File: config.mk
export PLATFORM = sky130hd
export DESIGN_NAME = ide_disk_arbiter_flat
export DESIGN_NICKNAME = d
export VERILOG_FILES = /design/src/rtl/ide_disk_arbiter_if.sv /design/src/rtl/ide_disk_arbiter.sv /design/src/flat_wrapper.sv
export SDC_FILE = /design/constraint.sdc
export NUM_CORES = 1
export LEC_CHECK = 0
export ABC_AREA = 1
export CORE_UTILIZATION = 40
export DETAILED_ROUTE_END_ITERATION = 7
export GPL_ROUTABILITY_DRIVEN = 0
export PLACE_DENSITY = 0.86
export SLEW_MARGIN = 20
export SYNTH_ARGS = -nofsm -noshare
export SYNTH_HDL_FRONTEND = slang
export SYNTH_SLANG_ARGS = --single-unit
File: constraint.sdc
create_clock -name clk -period 3.1 [get_ports clk]
set_input_delay 0.62 -clock clk [delete_from_list [all_inputs] [get_ports clk]]
set_output_delay 0.62 -clock clk [all_outputs]
set_load 0.02 [all_outputs]
File: src/rtl/ide_disk_arbiter_if.sv
// Signal bundle for ide_disk_arbiter: two block requesters plus the shared disk engine.
// The slave modport is the arbiter's view; master is the requester/engine side.
interface ide_disk_arbiter_if;
  logic        rq0_read_req,    rq1_read_req;
  logic        rq0_write_req,   rq1_write_req;
  logic [23:0] rq0_lba,         rq1_lba;
  logic        rq0_done,        rq1_done;
  logic        rq0_error,       rq1_error;
  logic [7:0]  rq0_buffer_addr, rq1_buffer_addr;
  logic        rq0_buffer_rd,   rq1_buffer_rd;
  logic        rq0_buffer_wr,   rq1_buffer_wr;
  logic [11:0] rq0_buffer_out,  rq1_buffer_out;
  logic [11:0] rq0_buffer_in,   rq1_buffer_in;

  logic [23:0] disk_lba;
  logic        disk_read_req;
  logic        disk_write_req;
  logic        disk_reset;
  logic        disk_done;
  logic        disk_error;
  logic [7:0]  disk_buffer_addr;
  logic        disk_buffer_rd;
  logic        disk_buffer_wr;
  logic [11:0] disk_buffer_out;
  logic [11:0] disk_buffer_in;

  logic        grant;
  logic        busy;

  modport slave (
    input  rq0_read_req, rq1_read_req, rq0_write_req, rq1_write_req,
    input  rq0_lba, rq1_lba, rq0_buffer_in, rq1_buffer_in,
    output rq0_done, rq1_done, rq0_error, rq1_error,
    output rq0_buffer_addr, rq1_buffer_addr, rq0_buffer_rd, rq1_buffer_rd,
    output rq0_buffer_wr, rq1_buffer_wr, rq0_buffer_out, rq1_buffer_out,
    output disk_lba, disk_read_req, disk_write_req, disk_reset, disk_buffer_in,
    input  disk_done, disk_error, disk_buffer_addr, disk_buffer_rd, disk_buffer_wr,
    input  disk_buffer_out,
    output grant, busy
  );

  modport master (
    output rq0_read_req, rq1_read_req, rq0_write_req, rq1_write_req,
    output rq0_lba, rq1_lba, rq0_buffer_in, rq1_buffer_in,
    input  rq0_done, rq1_done, rq0_error, rq1_error,
    input  rq0_buffer_addr, rq1_buffer_addr, rq0_buffer_rd, rq1_buffer_rd,
    input  rq0_buffer_wr, rq1_buffer_wr, rq0_buffer_out, rq1_buffer_out,
    input  disk_lba, disk_read_req, disk_write_req, disk_reset, disk_buffer_in,
    output disk_done, disk_error, disk_buffer_addr, disk_buffer_rd, disk_buffer_wr,
    output disk_buffer_out,
    input  grant, busy
  );
endinterface

File: src/rtl/ide_disk_arbiter.sv
// Round-robin sharing of one single-block IDE disk engine between two requesters,
// with a watchdog that resets the engine when a transfer hangs.
module ide_disk_arbiter #(
  parameter logic [23:0] TIMEOUT    = 24'd10000000,
  parameter int          RST_CYCLES = 4
) (
  input logic               clk,
  input logic               reset,
  ide_disk_arbiter_if.slave bus
);

  typedef enum logic [1:0] {S_IDLE, S_BUSY, S_RESET, S_DRAIN} state_t;

  localparam logic [23:0] RST_LAST = 24'(RST_CYCLES - 1);

  state_t      state;
  logic [23:0] count;
  logic [23:0] lba_q;
  logic        grant_q;
  logic        busy_q;
  logic        rd_req_q;
  logic        wr_req_q;
  logic        disk_reset_q;
  logic [1:0]  done_q;
  logic [1:0]  error_q;

  logic pend0, pend1, winner, win_write;

  assign pend0 = bus.rq0_read_req | bus.rq0_write_req;
  assign pend1 = bus.rq1_read_req | bus.rq1_write_req;
  // On a tie the port that did not hold the last grant wins, which also keeps a
  // requester that is slow to drop its request from starving the other one.
  assign winner    = (pend0 & pend1) ? ~grant_q : pend1;
  assign win_write = winner ? bus.rq1_write_req : bus.rq0_write_req;

  // NOTE: every register below uses <= so all of them update from the same
  // pre-edge values; a blocking = here would let later lines see new state.
  always_ff @(posedge clk or posedge reset) begin
    if (reset) begin
      state        <= S_IDLE;
      count        <= '0;
      lba_q        <= '0;
      grant_q      <= 1'b1;
      busy_q       <= 1'b0;
      rd_req_q     <= 1'b0;
      wr_req_q     <= 1'b0;
      disk_reset_q <= 1'b0;
      done_q       <= '0;
      error_q      <= '0;
    end else begin
      done_q <= '0;
      case (state)
        S_IDLE: begin
          if (pend0 | pend1) begin
            grant_q  <= winner;
            lba_q    <= winner ? bus.rq1_lba : bus.rq0_lba;
            rd_req_q <= ~win_write;
            wr_req_q <= win_write;
            count    <= '0;
            busy_q   <= 1'b1;
            state    <= S_BUSY;
          end
        end
        S_BUSY: begin
          if (bus.disk_done) begin
            done_q[grant_q]  <= 1'b1;
            error_q[grant_q] <= bus.disk_error;
            rd_req_q         <= 1'b0;
            wr_req_q         <= 1'b0;
            state            <= S_DRAIN;
          end else if (count == TIMEOUT - 24'd1) begin
            done_q[grant_q]  <= 1'b1;
            error_q[grant_q] <= 1'b1;
            rd_req_q         <= 1'b0;
            wr_req_q         <= 1'b0;
            disk_reset_q     <= 1'b1;
            count            <= '0;
            state            <= S_RESET;
          end else begin
            count <= count + 24'd1;
          end
        end
        S_RESET: begin
          // The watchdog counter is reused to time the engine reset pulse.
          if (count == RST_LAST) begin
            disk_reset_q <= 1'b0;
            state        <= S_DRAIN;
          end else begin
            count <= count + 24'd1;
          end
        end
        S_DRAIN: begin
          busy_q <= 1'b0;
          state  <= S_IDLE;
        end
        default: state <= S_IDLE;
      endcase
    end
  end

  assign bus.grant          = grant_q;
  assign bus.busy           = busy_q;
  assign bus.disk_lba       = lba_q;
  assign bus.disk_read_req  = rd_req_q;
  assign bus.disk_write_req = wr_req_q;
  assign bus.disk_reset     = disk_reset_q;
  assign bus.rq0_done       = done_q[0];
  assign bus.rq1_done       = done_q[1];
  assign bus.rq0_error      = error_q[0];
  assign bus.rq1_error      = error_q[1];

  // NOTE: every output gets a default before the if, so no path leaves one
  // unassigned and no latch is inferred.
  always_comb begin
    bus.rq0_buffer_addr = '0;
    bus.rq0_buffer_rd   = 1'b0;
    bus.rq0_buffer_wr   = 1'b0;
    bus.rq0_buffer_out  = '0;
    bus.rq1_buffer_addr = '0;
    bus.rq1_buffer_rd   = 1'b0;
    bus.rq1_buffer_wr   = 1'b0;
    bus.rq1_buffer_out  = '0;
    bus.disk_buffer_in  = '0;
    if (busy_q) begin
      if (grant_q) begin
        bus.rq1_buffer_addr = bus.disk_buffer_addr;
        bus.rq1_buffer_rd   = bus.disk_buffer_rd;
        bus.rq1_buffer_wr   = bus.disk_buffer_wr;
        bus.rq1_buffer_out  = bus.disk_buffer_out;
        bus.disk_buffer_in  = bus.rq1_buffer_in;
      end else begin
        bus.rq0_buffer_addr = bus.disk_buffer_addr;
        bus.rq0_buffer_rd   = bus.disk_buffer_rd;
        bus.rq0_buffer_wr   = bus.disk_buffer_wr;
        bus.rq0_buffer_out  = bus.disk_buffer_out;
        bus.disk_buffer_in  = bus.rq0_buffer_in;
      end
    end
  end

endmodule

File: src/flat_wrapper.sv
// flat-port wrapper written by rule: the top's interface ports become plain ports
module ide_disk_arbiter_flat 
#(
  parameter logic [23:0] TIMEOUT    = 24'd10000000,
  parameter int          RST_CYCLES = 4
)
  (clk, reset, bus_rq0_read_req, bus_rq1_read_req, bus_rq0_write_req, bus_rq1_write_req, bus_rq0_lba, bus_rq1_lba, bus_rq0_buffer_in, bus_rq1_buffer_in, bus_rq0_done, bus_rq1_done, bus_rq0_error, bus_rq1_error, bus_rq0_buffer_addr, bus_rq1_buffer_addr, bus_rq0_buffer_rd, bus_rq1_buffer_rd, bus_rq0_buffer_wr, bus_rq1_buffer_wr, bus_rq0_buffer_out, bus_rq1_buffer_out, bus_disk_lba, bus_disk_read_req, bus_disk_write_req, bus_disk_reset, bus_disk_buffer_in, bus_disk_done, bus_disk_error, bus_disk_buffer_addr, bus_disk_buffer_rd, bus_disk_buffer_wr, bus_disk_buffer_out, bus_grant, bus_busy);
  ide_disk_arbiter_if bus_i ();
  input logic clk;
  input logic reset;
  input wire logic [$bits(bus_i.rq0_read_req)-1:0] bus_rq0_read_req;
  input wire logic [$bits(bus_i.rq1_read_req)-1:0] bus_rq1_read_req;
  input wire logic [$bits(bus_i.rq0_write_req)-1:0] bus_rq0_write_req;
  input wire logic [$bits(bus_i.rq1_write_req)-1:0] bus_rq1_write_req;
  input wire logic [$bits(bus_i.rq0_lba)-1:0] bus_rq0_lba;
  input wire logic [$bits(bus_i.rq1_lba)-1:0] bus_rq1_lba;
  input wire logic [$bits(bus_i.rq0_buffer_in)-1:0] bus_rq0_buffer_in;
  input wire logic [$bits(bus_i.rq1_buffer_in)-1:0] bus_rq1_buffer_in;
  output wire logic [$bits(bus_i.rq0_done)-1:0] bus_rq0_done;
  output wire logic [$bits(bus_i.rq1_done)-1:0] bus_rq1_done;
  output wire logic [$bits(bus_i.rq0_error)-1:0] bus_rq0_error;
  output wire logic [$bits(bus_i.rq1_error)-1:0] bus_rq1_error;
  output wire logic [$bits(bus_i.rq0_buffer_addr)-1:0] bus_rq0_buffer_addr;
  output wire logic [$bits(bus_i.rq1_buffer_addr)-1:0] bus_rq1_buffer_addr;
  output wire logic [$bits(bus_i.rq0_buffer_rd)-1:0] bus_rq0_buffer_rd;
  output wire logic [$bits(bus_i.rq1_buffer_rd)-1:0] bus_rq1_buffer_rd;
  output wire logic [$bits(bus_i.rq0_buffer_wr)-1:0] bus_rq0_buffer_wr;
  output wire logic [$bits(bus_i.rq1_buffer_wr)-1:0] bus_rq1_buffer_wr;
  output wire logic [$bits(bus_i.rq0_buffer_out)-1:0] bus_rq0_buffer_out;
  output wire logic [$bits(bus_i.rq1_buffer_out)-1:0] bus_rq1_buffer_out;
  output wire logic [$bits(bus_i.disk_lba)-1:0] bus_disk_lba;
  output wire logic [$bits(bus_i.disk_read_req)-1:0] bus_disk_read_req;
  output wire logic [$bits(bus_i.disk_write_req)-1:0] bus_disk_write_req;
  output wire logic [$bits(bus_i.disk_reset)-1:0] bus_disk_reset;
  output wire logic [$bits(bus_i.disk_buffer_in)-1:0] bus_disk_buffer_in;
  input wire logic [$bits(bus_i.disk_done)-1:0] bus_disk_done;
  input wire logic [$bits(bus_i.disk_error)-1:0] bus_disk_error;
  input wire logic [$bits(bus_i.disk_buffer_addr)-1:0] bus_disk_buffer_addr;
  input wire logic [$bits(bus_i.disk_buffer_rd)-1:0] bus_disk_buffer_rd;
  input wire logic [$bits(bus_i.disk_buffer_wr)-1:0] bus_disk_buffer_wr;
  input wire logic [$bits(bus_i.disk_buffer_out)-1:0] bus_disk_buffer_out;
  output wire logic [$bits(bus_i.grant)-1:0] bus_grant;
  output wire logic [$bits(bus_i.busy)-1:0] bus_busy;
  assign bus_i.rq0_read_req = bus_rq0_read_req;
  assign bus_i.rq1_read_req = bus_rq1_read_req;
  assign bus_i.rq0_write_req = bus_rq0_write_req;
  assign bus_i.rq1_write_req = bus_rq1_write_req;
  assign bus_i.rq0_lba = bus_rq0_lba;
  assign bus_i.rq1_lba = bus_rq1_lba;
  assign bus_i.rq0_buffer_in = bus_rq0_buffer_in;
  assign bus_i.rq1_buffer_in = bus_rq1_buffer_in;
  assign bus_rq0_done = bus_i.rq0_done;
  assign bus_rq1_done = bus_i.rq1_done;
  assign bus_rq0_error = bus_i.rq0_error;
  assign bus_rq1_error = bus_i.rq1_error;
  assign bus_rq0_buffer_addr = bus_i.rq0_buffer_addr;
  assign bus_rq1_buffer_addr = bus_i.rq1_buffer_addr;
  assign bus_rq0_buffer_rd = bus_i.rq0_buffer_rd;
  assign bus_rq1_buffer_rd = bus_i.rq1_buffer_rd;
  assign bus_rq0_buffer_wr = bus_i.rq0_buffer_wr;
  assign bus_rq1_buffer_wr = bus_i.rq1_buffer_wr;
  assign bus_rq0_buffer_out = bus_i.rq0_buffer_out;
  assign bus_rq1_buffer_out = bus_i.rq1_buffer_out;
  assign bus_disk_lba = bus_i.disk_lba;
  assign bus_disk_read_req = bus_i.disk_read_req;
  assign bus_disk_write_req = bus_i.disk_write_req;
  assign bus_disk_reset = bus_i.disk_reset;
  assign bus_disk_buffer_in = bus_i.disk_buffer_in;
  assign bus_i.disk_done = bus_disk_done;
  assign bus_i.disk_error = bus_disk_error;
  assign bus_i.disk_buffer_addr = bus_disk_buffer_addr;
  assign bus_i.disk_buffer_rd = bus_disk_buffer_rd;
  assign bus_i.disk_buffer_wr = bus_disk_buffer_wr;
  assign bus_i.disk_buffer_out = bus_disk_buffer_out;
  assign bus_grant = bus_i.grant;
  assign bus_busy = bus_i.busy;
  ide_disk_arbiter #(.TIMEOUT(TIMEOUT), .RST_CYCLES(RST_CYCLES)) u_core (.clk(clk), .reset(reset), .bus(bus_i));
endmodule
==> impl_metrics.py, run 1 <==
metrics = {
    "clock_tree": {
        "cts_buffers": 9,
        "cts.sinks": 59,
        "insertion_delay_ns": 0.35,
        "cts_buffer_depth": 2,
        "hold_buffers": 0,
        "post_cts_buffers": 0,
        "cts_tree": "yes",
        "post_cts_resized": 0,
        "clk_pin_slew_worst_paths_ns": 0.07,
        "clockRootBuffer": "clkbuf_8",
        "h-tree-depth": 3,
    },
    "timing": {
        "setup_viol": 0,
        "setup_slack_ns": 0.514,
        "fin_crit_sh": 0.834,
        "tns_ns": 0,
        "clock.fmax_mhz": 387,
        "worstMarginPinSlew_ns": 0.779,
        "rsz0062_at_grt": "no",
        "relSlewSlack": 0.480,
        "clock_skew_ns": 0.0122,
        "hold_viol": 0,
        "min_period_ns": 2.59,
        "drv_slew": 0,
    },
    "detailed_routing": {
        "drt-total-wl_um": 13900,
        "avgRoutedWirePerCell_um": 14.0,
        "drt-initial-drc-count": 589,
        "drt_pass1_iterations": 7,
        "postRouteAntennaNets": 0,
        "via_per_inst": 5.02,
        "via_count": 4966,
        "drc": 0,
    },
    "power": {
        "p_per_area_nw_per_um2": 792,
        "switching_share": 0.475,
        "pwr-share-seq": 0.226,
        "p_clk_frac": 0.139,
        "p_leak_nw": 2.94,
        "power_mw": 5.08,
        "combPwrFrac": 0.635,
        "irDropWorstVdd_mv": 0.486,
        "p_int_mw": 2.67,
        "power_switching_mw": 2.41,
    },
    "worst_setup_path": {
        "cp_max_fo": 22,
        "crit_arrival_ns": 1.97,
        "critPathKind": "flip-flop to output port",
        "cp-end-kind": "output port",
        "r2r_start": "u_core.state[1]",
        "start_kind": "flip-flop",
        "startpoint": "u_core.bus.grant",
        "required_ns": 2.48,
    },
    "synth": {
        "ys_ff_latch": 59,
        "ys.warnings.count": 0,
        "netlist_area_um2": 4230,
        "synth_cells": 669,
        "ys.flop_type": "dfrtp_1",
        "synth.net_count": 776,
        "synth-seq-area-share": 0.349,
        "synth.distinct_cells": 33,
        "async_flop_share": 1.00,
        "synth_area_per_cell_um2": 6.33,
        "synth_edf_count": 0,
    },
    "global_route": {
        "grtUsageTotal": 0.257,
        "grt_first_pass_wirelength_um": 22800,
        "antenna_found_initial": 0,
        "grt_pass1_vias": 4570,
        "gr-total-overflow": 0,
        "grt_max_degree": 31,
    },
    "placed_design": {
        "pre_cts_slack_ns": 0.565,
        "placedCellCount": 975,
        "dpl.hpwl_um": 10300,
        "portBuffers": 190,
        "place_area_um2": 6230,
    },
    "worst_hold_path": {
        "hold_path_class": "flip-flop to flip-flop",
        "hold_start": "u_core.bus.disk_read_req",
    },
    "floorplanning": {
        "fp.dieW_um": 105,
        "initial_core_util": 0.412,
        "core_region_area_um2": 10300,
        "die_y_um": 105,
        "ios": 191,
        "dieArea_um2": 11000,
        "rows": 37,
    },
    "outcome": {
        "status": "completed",
    },
    "finish": {
        "area_delta_synth_final_pct": 51.6,
        "stdcell_area_um2": 6420,
        "final_cell_count_no_fill": 990,
        "nets": 957,
        "final_cell_mix": "191 x nand2_1, 190 x clkdlybuf4s50_1, 126 x nor2_1, 72 x nand3_1, 69 x inv_1",
        "antenna_cells": 0,
        "final_layout_size_suffix_gt1_frac": 0.0621,
        "layout.cells.most_common": "nand2_1",
    },
    "run": {
        "cap_violations": 0,
    },
}
[cell families (layout without fill, tap and decap cells)]
logic type	Yosys count	in the layout	share of synthesized area
xor gates and xnor gates	5	5	0.0103
DFF	59	59	0.349
buffers and inverters	105	290	0.104
and+or+nand+nor	421	421	0.426
AOI/OAI and AO/OA	74	74	0.0961
adders and majority gates	5	5	0.0148
[through the flow]
step / utilization / hold WS [ns]
global placement: 0.606 / 0.466
CTS: 0.625 / 0.494
finish: 0.625 / 0.492
floorplan: - / 0.495
detailed placement: 0.606 / 0.478
global route: 0.625 / 0.514
[sequential cells by signal, indices dropped and copies added, names as in the netlist]
signal / count
u_core.done_q: 2
u_core.bus.busy: 1
u_core.bus.disk_write_req: 1
u_core.bus.disk_lba: 24
u_core.bus.disk_reset: 1
u_core.state: 2
u_core.error_q: 2
u_core.count: 24
u_core.bus.disk_read_req: 1
u_core.bus.grant: 1
[per-layer routing]
| metal | track usage | vias to the layer above | wire, um |
|---|---|---|---|
| met3 | 0.0393 | 22 | 959 |
| met4 | 0.0795 | 0 | 196 |
| met2 | 0.433 | 206 | 6670 |
| li1 | - | 2475 | - |
| met1 | 0.339 | 2263 | 6070 |
| met5 | 0 | - | 0 |
[final cells by class]
type | instances | area, um2
repair buffers | 198 | 1970
well taps | 136 | 170
inverters | 77 | 289
clock inverters | 5 | 53.8
fillers | 908 | 3860
multi-input cells | 505 | 2320
flip-flops and latches | 59 | 1480
clock buffers | 10 | 138
[power groups by stage]
stage / Clock, mW / Sequential (mW) / Combinational (mW)
2_1_floorplan: 0 / 1.39 / 1.64
3_3_place_gp: 0 / 1.15 / 3.17
3_5_place_dp: 0 / 1.16 / 3.20
4_1_cts: 0.715 / 1.15 / 3.22
5_1_grt: 0.746 / 1.17 / 3.48
6_report: 0.705 / 1.15 / 3.23
[path summary, 6_finish.rpt]
path | to | slack [ns] | depth (start not counted)
min | u_core.bus.disk_read_req | 0.49 | 2
max in group asynchronous | u_core.bus.grant | 1.74 | 3
min reg2reg | u_core.bus.disk_read_req | 0.49 | 2
min in group asynchronous | u_core.count[5] | 0.69 | 2
max reg2reg | u_core.count[15] | 0.84 | 7
max | bus_rq0_buffer_out[2] | 0.51 | 5
[critical path: stages (launching register included)]
cell and delay (ns):
dfstp_2 0.57, clkinv_1 0.08, nand2_1 0.06, buf_4 0.25
nor2_1 0.10, clkdlybuf4s50_1 0.55
[synthesized netlist by cell type, types with 2 or more instances]
library cell	n	area share
nand3b_1	2	0.0035
nor2_2	5	0.0074
nand3_2	9	0.021
buf_2	6	0.0071
nand2_1	191	0.17
nor3_1	3	0.0035
ha_1	5	0.015
inv_1	70	0.062
o21ai_0	49	0.058
inv_2	5	0.0044
a21oi_2	2	0.0041
nand3_1	72	0.085
clkinv_1	2	0.0018
nor2_1	126	0.11
nand4_1	10	0.015
a21oi_1	7	0.0083
xor2_1	4	0.0083
buf_4	2	0.0035
clkbuf_1	16	0.014
o21ai_1	8	0.0095
dfrtp_1	58	0.34
buf_6	4	0.011
o21ai_2	3	0.0062
Power figures use the tool's default switching activity.
==> run 2: changes to the inputs <==
--- a/config.mk
+++ b/config.mk
@@ -6,10 +6,10 @@
 export NUM_CORES = 1
 export LEC_CHECK = 0
 export ABC_AREA = 1
-export CORE_UTILIZATION = 40
+export CORE_UTILIZATION = 39
 export DETAILED_ROUTE_END_ITERATION = 7
 export GPL_ROUTABILITY_DRIVEN = 0
-export PLACE_DENSITY = 0.86
+export PLACE_DENSITY = 0.88
 export SLEW_MARGIN = 20
 export SYNTH_ARGS = -nofsm -noshare
 export SYNTH_HDL_FRONTEND = slang
==> constraint.sdc (replaced) <==
create_clock -name clk -period 2.3 [get_ports clk]
set_input_delay 0.46 -clock clk [delete_from_list [all_inputs] [get_ports clk]]
set_output_delay 0.46 -clock clk [all_outputs]
set_load 0.02 [all_outputs]
==> impl_metrics.py, run 2 (synthesis gave the netlist of run 1 again) <==
metrics = {
    "outcome": {
        "status": "completed",
    },
    "timing": {
        "setup_viol": 0,
        "clock.fmax_mhz": 450,
        "drv_slew": 0,
        "tns_ns": 0,
        "rsz0062_at_grt": "no",
        "relSlewSlack": 0.497,
        "worstMarginPinSlew_ns": 0.753,
        "fin_crit_sh": 0.966,
        "clock_skew_ns": 0.0122,
        "hold_viol": 0,
        "setup_slack_ns": 0.0791,
        "whs_ns": 0.472,
        "min_period_ns": 2.22,
    },
    "clock_tree": {
        "clk_pin_slew_worst_paths_ns": 0.07,
        "cts.sinks": 59,
        "clockRootBuffer": "clkbuf_8",
        "hold_buffers": 0,
        "cts_buffers": 9,
        "h-tree-depth": 3,
        "cts_tree": "yes",
        "insertion_delay_ns": 0.35,
        "cts_buffer_depth": 2,
    },
    "finish": {
        "fin_util": 0.620,
        "final_cell_mix": "191 x nand2_1, 134 x clkdlybuf4s50_1, 126 x nor2_1, 72 x nand3_1, 69 x inv_1",
        "final_cell_count_no_fill": 998,
        "antenna_cells": 0,
        "nets": 965,
        "layout.cells.most_common": "nand2_1",
        "final_layout_size_suffix_gt1_frac": 0.0708,
        "stdcell_area_um2": 6450,
        "area_delta_synth_final_pct": 52.5,
    },
    "power": {
        "p_clk_frac": 0.157,
        "p_per_area_nw_per_um2": 1080,
        "combPwrFrac": 0.620,
        "irDropWorstVdd_mv": 0.560,
        "power_mw": 6.95,
        "pwr-share-seq": 0.223,
        "p_leak_nw": 3.20,
        "power_switching_mw": 3.29,
        "switching_share": 0.472,
        "p_int_mw": 3.67,
    },
    "floorplanning": {
        "ios": 191,
        "rows": 37,
        "fp.dieW_um": 106,
        "die_y_um": 106,
        "core_region_area_um2": 10400,
        "dieArea_um2": 11300,
        "initial_core_util": 0.406,
    },
    "worst_hold_path": {
        "hold_path_class": "input pin to async pin",
    },
    "worst_setup_path": {
        "critPathKind": "flip-flop to output port",
        "max_stage_delay_ns": 0.63,
        "cp_max_fo": 16,
        "crit_chain": "buf_4 -> clkdlybuf4s50_1",
        "start_kind": "flip-flop",
        "crit_arrival_ns": 1.76,
        "critPathSlowestCell": "clkdlybuf4s50_1",
        "required_ns": 1.84,
        "cp-end-kind": "output port",
    },
    "global_route": {
        "gr-total-overflow": 0,
        "grtUsageTotal": 0.252,
        "antenna_found_initial": 0,
        "grt_max_degree": 37,
        "grt_first_pass_wirelength_um": 22700,
        "grt_pass1_vias": 4519,
    },
    "placed_design": {
        "placedCellCount": 983,
        "dpl.hpwl_um": 10900,
        "pre_cts_slack_ns": 0.0997,
        "portBuffers": 190,
        "place_area_um2": 6300,
    },
    "detailed_routing": {
        "avgRoutedWirePerCell_um": 14.4,
        "wl_met2_um": 6840,
        "drc": 0,
        "wl_met1_um": 6120,
        "via_per_inst": 4.97,
        "drt_pass1_iterations": 7,
        "drt-total-wl_um": 14400,
        "via_count": 4965,
        "top_layer": "met4",
        "route.met3.wl_um": 1170,
        "postRouteAntennaNets": 0,
        "drt-initial-drc-count": 561,
    },
    "run": {
        "cap_violations": 0,
    },
}
-- run 2: cell count changes in the layout (fill, tap and decap cells not counted) --
cell	before	now
clkbuf_8	10	11
clkdlybuf4s50_1	190	134
buf_4	7	14
bufinv_16	1	2
dlygate4sd2_1	0	56
clkinv_2	3	1
buf_12	1	2
-- run 2: power groups by stage --
stage          Sequential [mW]  Clock (mW)  Combinational [mW]
5_1_grt                   1.58        1.16                4.66
6_report                  1.55        1.09                4.31
3_5_place_dp              1.56           0                4.56
3_3_place_gp              1.55           0                4.49
2_1_floorplan             1.87           0                2.20
4_1_cts                   1.55        1.12                4.34
-- run 2: worst max-delay path: cells and delay by family (launching register included) --
kind	cells	cell delay [ns]
flip-flops	1	0.58
buffers and inverters	2	0.85
-- run 2: what timing repair did --
item | 4_1_cts | 5_1_grt
setup buffers | 0 | 0
endpoints found under the setup margin | 56 | 0
gates resized for setup | 56 | 0
-- run 2: layer usage --
metal | vias up | GRT usage
met4 | 0 | 0.0744
met3 | 27 | 0.0527
met1 | 2227 | 0.330
met5 | - | 0
li1 | 2487 | -
met2 | 224 | 0.418
-- run 2: path summary, 6_finish.rpt --
| kind | startpoint | end | slack [ns] | cells after the start |
|---|---|---|---|---|
| worst max-delay path | u_core.bus.grant | bus_grant | 0.08 | 2 |
| max in group asynchronous | reset | u_core.bus.grant | 1.39 | 3 |
| min in group clk | u_core.bus.disk_read_req | u_core.bus.disk_read_req | 0.49 | 2 |
| worst min-delay path | reset | u_core.bus.disk_lba[17] | 0.47 | 3 |
| worst min register to register | u_core.bus.disk_read_req | u_core.bus.disk_read_req | 0.49 | 2 |
| worst max register to register | u_core.count[0] | u_core.count[9] | 0.21 | 8 |
-- run 2: area by class of cell --
| type | count | area, um2 |
|---|---|---|
| Fill cell | 953 | 3960 |
| Clock buffer | 11 | 151 |
| Timing Repair Buffer | 206 | 1980 |
| Multi-Input combinational cell | 505 | 2320 |
| Inverter | 77 | 289 |
| Sequential cell | 59 | 1480 |
| Clock inverter | 4 | 73.8 |
| Tap cell | 136 | 170 |
